## src/rtl/systolic_mac_pe.sv

```systemverilog
// Output-stationary MAC processing element: operand forwarding east/south, wide accumulator,
// and a double-buffered result register that shifts along the column result chain.
module systolic_mac_pe #(
  parameter int DATA_WIDTH = 16,
  parameter int ACC_WIDTH  = 40,
  parameter int SIGNED     = 1,
  parameter int SATURATE   = 1
) (
  input  logic                  clk,
  input  logic                  rst,
  input  logic [DATA_WIDTH-1:0] a_in,
  input  logic [DATA_WIDTH-1:0] b_in,
  input  logic                  in_valid,
  input  logic                  acc_clear,
  input  logic                  drain,
  input  logic [ACC_WIDTH-1:0]  c_in,
  input  logic                  c_in_valid,
  input  logic                  c_shift,
  output logic [DATA_WIDTH-1:0] a_out,
  output logic [DATA_WIDTH-1:0] b_out,
  output logic                  out_valid,
  output logic [ACC_WIDTH-1:0]  c_out,
  output logic                  c_out_valid,
  output logic                  busy,
  output logic                  overflow,
  output logic                  overrun
);

  localparam int PW = 2 * DATA_WIDTH;

  typedef enum logic {S_IDLE, S_ACCUM} state_t;

  state_t                r_state;
  state_t                w_state_nxt;
  logic [ACC_WIDTH-1:0]  r_acc;
  logic [ACC_WIDTH-1:0]  w_acc_nxt;
  logic                  w_ovf_nxt;
  logic                  w_a_sx;
  logic                  w_b_sx;
  logic                  w_p_sx;
  logic [PW-1:0]         w_a_ext;
  logic [PW-1:0]         w_b_ext;
  logic [PW-1:0]         w_prod;
  logic [ACC_WIDTH:0]    w_p_wide;
  logic [ACC_WIDTH:0]    w_acc_wide;
  logic [ACC_WIDTH:0]    w_sum;
  logic                  w_sum_ovf;
  logic [ACC_WIDTH-1:0]  w_sat;
  logic                  w_restart;

  // The low PW bits of the product of PW-bit extended operands equal the true
  // signed/unsigned product, so one multiplier serves both modes.
  assign w_a_sx     = (SIGNED != 0) & a_in[DATA_WIDTH-1];
  assign w_b_sx     = (SIGNED != 0) & b_in[DATA_WIDTH-1];
  assign w_a_ext    = {{DATA_WIDTH{w_a_sx}}, a_in};
  assign w_b_ext    = {{DATA_WIDTH{w_b_sx}}, b_in};
  assign w_prod     = w_a_ext * w_b_ext;
  assign w_p_sx     = (SIGNED != 0) & w_prod[PW-1];
  assign w_p_wide   = {{(ACC_WIDTH + 1 - PW){w_p_sx}}, w_prod};
  assign w_acc_wide = {(SIGNED != 0) & r_acc[ACC_WIDTH-1], r_acc};
  assign w_sum      = w_acc_wide + w_p_wide;
  assign w_sum_ovf  = (SIGNED != 0) ? (w_sum[ACC_WIDTH] ^ w_sum[ACC_WIDTH-1]) : w_sum[ACC_WIDTH];
  assign w_restart  = drain | acc_clear;

  always_comb begin
    if (SIGNED != 0)
      w_sat = w_sum[ACC_WIDTH] ? {1'b1, {(ACC_WIDTH-1){1'b0}}} : {1'b0, {(ACC_WIDTH-1){1'b1}}};
    else
      w_sat = {ACC_WIDTH{1'b1}};
  end

  // NOTE: every always_comb output gets a default first so no path infers a latch.
  always_comb begin
    w_acc_nxt = r_acc;
    w_ovf_nxt = overflow;
    if (w_restart) begin
      w_acc_nxt = in_valid ? w_p_wide[ACC_WIDTH-1:0] : '0;
      if (acc_clear && !drain) w_ovf_nxt = 1'b0;
    end else if (in_valid) begin
      w_acc_nxt = w_sum[ACC_WIDTH-1:0];
      if (w_sum_ovf) begin
        w_ovf_nxt = 1'b1;
        if (SATURATE != 0) w_acc_nxt = w_sat;
      end
    end
  end

  // NOTE: sequential state uses non-blocking assignments so all flops update together.
  always_ff @(posedge clk or negedge rst) begin
    if (!rst) begin
      r_acc    <= '0;
      overflow <= 1'b0;
    end else begin
      r_acc    <= w_acc_nxt;
      overflow <= w_ovf_nxt;
    end
  end

  always_ff @(posedge clk or negedge rst) begin
    if (!rst) r_state <= S_IDLE;
    else      r_state <= w_state_nxt;
  end

  always_comb begin
    w_state_nxt = r_state;
    case (r_state)
      S_IDLE:  if (in_valid) w_state_nxt = S_ACCUM;
      S_ACCUM: if (w_restart) w_state_nxt = in_valid ? S_ACCUM : S_IDLE;
      default: w_state_nxt = S_IDLE;
    endcase
  end

  always_comb begin
    busy = (r_state == S_ACCUM);
  end

  always_ff @(posedge clk or negedge rst) begin
    if (!rst) begin
      a_out     <= '0;
      b_out     <= '0;
      out_valid <= 1'b0;
    end else begin
      out_valid <= in_valid;
      if (in_valid) begin
        a_out <= a_in;
        b_out <= b_in;
      end
    end
  end

  // A local drain overrides the chain shift; a held, unshifted result being replaced is an overrun.
  always_ff @(posedge clk or negedge rst) begin
    if (!rst) begin
      c_out       <= '0;
      c_out_valid <= 1'b0;
      overrun     <= 1'b0;
    end else if (drain) begin
      c_out       <= r_acc;
      c_out_valid <= 1'b1;
      if (c_out_valid && !c_shift) overrun <= 1'b1;
    end else if (c_shift) begin
      c_out       <= c_in;
      c_out_valid <= c_in_valid;
    end
  end

endmodule

```

## config.mk

```make
export PLATFORM = sky130hd
export DESIGN_NAME = systolic_mac_pe
export DESIGN_NICKNAME = d
export VERILOG_FILES = /design/src/rtl/systolic_mac_pe.sv
export SDC_FILE = /design/constraint.sdc
export NUM_CORES = 1
export LEC_CHECK = 0
export CORE_ASPECT_RATIO = 0.5
export CORE_UTILIZATION = 46
export DETAILED_ROUTE_END_ITERATION = 6
export PLACE_DENSITY = 0.67
export SYNTH_ARGS = -nofsm -noshare
export SYNTH_HDL_FRONTEND = slang
export SYNTH_SLANG_ARGS = --single-unit
```

## constraint.sdc

```tcl
create_clock -name clk -period 3.1 [get_ports clk]
set_clock_uncertainty 0.05 [all_clocks]
set_input_delay 0.775 -clock clk [delete_from_list [all_inputs] [get_ports clk]]
set_output_delay 0.775 -clock clk [all_outputs]
set_load 0.01 [all_outputs]
```

==> results.txt <==
Final instance area = 24600 sq um
Placement row count = 49
Max-cap violations = 0
TritonCTS clock tree = yes
Post-DP Area = 22600 sq um
CTS Hold Bufs = 0
Nets = 2930
Sink Count = 117
Critical path's slowest cell = fa_2
Maximum clock frequency = 117 MHz
Total GRT Usage = 0.301
Launching point of the worst reg2reg path = r_acc[0]
Top cells by count, synth = inv_1 (298), fa_1 (263), nand2_1 (231)
Final Wtd Congestion = 0.965
Layout cells sized above 1 = 0.300
Initial antenna violation count = 1
Starting Density = 0.476
Vias in the first global route = 16300
Failing checks = negative setup slack
CP arrival = 8.88 ns
Post-synth ARST share = 1.00
H-tree levels = 4
Worst skew pair latency = 0.45 ns
Mapped Cells = 1907
Vias per cell = 5.38
Setup crit end kind = flop
CORE AREA = 36600 sq um
Detailed-route wire length per cell = 19.2 um
First-pass GRT wire length = 90500 um
Max Slew Vio Count = 0
Top cell by count, worst path = fa_1
EDFF count, synth = 0
YS warnings = 0
Antenna cell count = 0
Sequential cell area fraction in the yosys report = 0.168
Outcome = complete, but fails checks
Max Root-Sink Buffers = 2
Setup TNS = -219.76 ns
Final setup vio count = 41
Height of the die = 140 um
Final min period = 8.56 ns
Min-Delay Path Class = primary input to asynchronous set/reset pin
Worst path depth = 31
RSZ-0062 raised after global routing = yes
Worst Max-Slew Pin Slew = 0.820 ns
Clock buffer count from CTS = 17
Clock slew at reported path FFs = 0.06 ns
Setup slack after layout = -5.46 ns
FF+latch count, synth = 117
Root Buffer = clkbuf_16
Yosys top cell by area = fa_1
Cell area after synthesis = 17400 sq um
Slew HR = 0.451
Post-synth top area share = 0.302
Most frequent cell after synthesis = inv_1
Syn nets = 2373
Synth area leaders = fa_1 (30%), dfrtp_1 (17%), ha_1 (8.9%)
WP data required = 3.41 ns
Port buffer count = 155
Crit path max-delay family = adder cells
Die Span X = 277 um
Die ar. = 38700 sq um
Total Wirelength = 57000 um
Drc violations = 0
CP peak stage delay = 0.60 ns
Critical path class = primary input to flop
Critical Path Fanout Max = 8
Crit start category = primary input
Post-DP HPWL = 44900 um
Antenna violation net count after detailed routing = 0
Final period utilization = 2.76
R2R Setup Slk = -0.56 ns
Hold Vio Cnt, Final = 0
First DRT Iteration DRCs = 1465
CP bufs+invs = 6
Via Count = 15900
Post-synth top flop = dfrtp_1
Worst R2R Path Depth = 15
IO Count = 156
Congestion Overflow GR = 0
Syn-to-layout area delta = 41.2%
Synth Area per Inst = 9.14 sq um
Pre-antenna DRT Iters = 6
Post-synth cell types = 73
FF-to-FF End = r_acc[11]
Largest net degree at the start of global routing = 83
## timing repair
item                       CTS  global route
gates resized for setup    271            68
hold endpoints to repair     0             0
gates cloned                 7             0
buffers inserted            43             8
setup endpoints to repair   41            41
pin swaps                  119            58
## metrics by stage
| step | util | std cells | hold WS, ns | worst slack [ns] |
|---|---|---|---|---|
| 6_report | 0.673 | 2960 | 0.276 | -5.46 |
| 3_3_place_gp | 0.618 | 2875 | 0.392 | -6.69 |
| 5_1_grt | 0.673 | 2960 | 0.310 | -5.74 |
| 4_1_cts | 0.665 | 2956 | 0.289 | -5.31 |
| 3_5_place_dp | 0.618 | 2875 | 0.397 | -6.79 |
| 2_1_floorplan | - | 1907 | 0.426 | -5.42 |
## layer usage
metal	wire, um	GRT usage
met5	13	0
met4	1540	0.0892
met3	5170	0.0662
met2	25000	0.459
met1	25300	0.428
## flip-flops by register name, indices dropped and copies added, names as in the netlist
name         flops
a_out           16
out_valid        1
r_acc           40
b_out           16
busy             1
overrun          1
overflow         1
c_out           40
c_out_valid      1
## worst max-delay path by stage
| stage | from | endpoint | slack, ns |
|---|---|---|---|
| final | b_in[3] | r_acc[3] | -5.46 |
| after global routing | b_in[1] | r_acc[28] | -5.74 |
| after CTS | b_in[5] | r_acc[28] | -5.31 |
| after detailed placement | a_in[6] | r_acc[38] | -6.79 |
| after global placement | b_in[6] | r_acc[38] | -6.69 |
| after floorplan | b_in[8] | r_acc[21] | -5.42 |
## layout make-up
| class | instances | area (sq um) |
|---|---|---|
| multi-input combinational | 1404 | 13900 |
| fill | 2858 | 12000 |
| timing repair buffer | 625 | 5410 |
| sequential | 117 | 2930 |
| inverter | 299 | 1120 |
| tap | 484 | 606 |
| clock buffer | 21 | 470 |
| clock inverter | 10 | 169 |
## logic make-up (layout without fill, tap and decap cells)
| family | Yosys count | after routing | synth area share |
|---|---|---|---|
| simple gates | 526 | 526 | 0.147 |
| fa+ha+maj | 388 | 388 | 0.392 |
| buf+inv | 386 | 955 | 0.0850 |
| compound gates | 351 | 351 | 0.131 |
| flops | 117 | 117 | 0.168 |
| mux | 73 | 73 | 0.0442 |
| xor+xnor | 66 | 66 | 0.0332 |
## cell usage in the layout (no fill, tap or decap), drive strengths merged, types with 10 or more instances in the layout
| master | synthesis | routed |
|---|---|---|
| buf | 18 | 491 |
| inv | 298 | 300 |
| fa | 263 | 263 |
| nand2 | 231 | 231 |
| o21ai | 128 | 128 |
| and2 | 125 | 125 |
| ha | 124 | 124 |
| clkdlybuf4s50 | 0 | 121 |
| dfrtp | 117 | 117 |
| a21oi | 66 | 66 |
| nor2 | 60 | 60 |
| xnor2 | 45 | 45 |
| mux2i | 41 | 41 |
| a21o | 34 | 34 |
| mux2 | 32 | 32 |
| nand3 | 25 | 25 |
| a211oi | 24 | 24 |
| clkbuf | 69 | 22 |
| xor2 | 21 | 21 |
| nand2b | 16 | 16 |
| nand4 | 15 | 15 |
| a311oi | 14 | 14 |
| a22oi | 14 | 14 |
| nor3 | 13 | 13 |
| o21bai | 10 | 10 |
| a31oi | 10 | 10 |
Power is not shown: default switching activity piles up to over one toggle a cycle in this logic, so the estimate is an artifact.
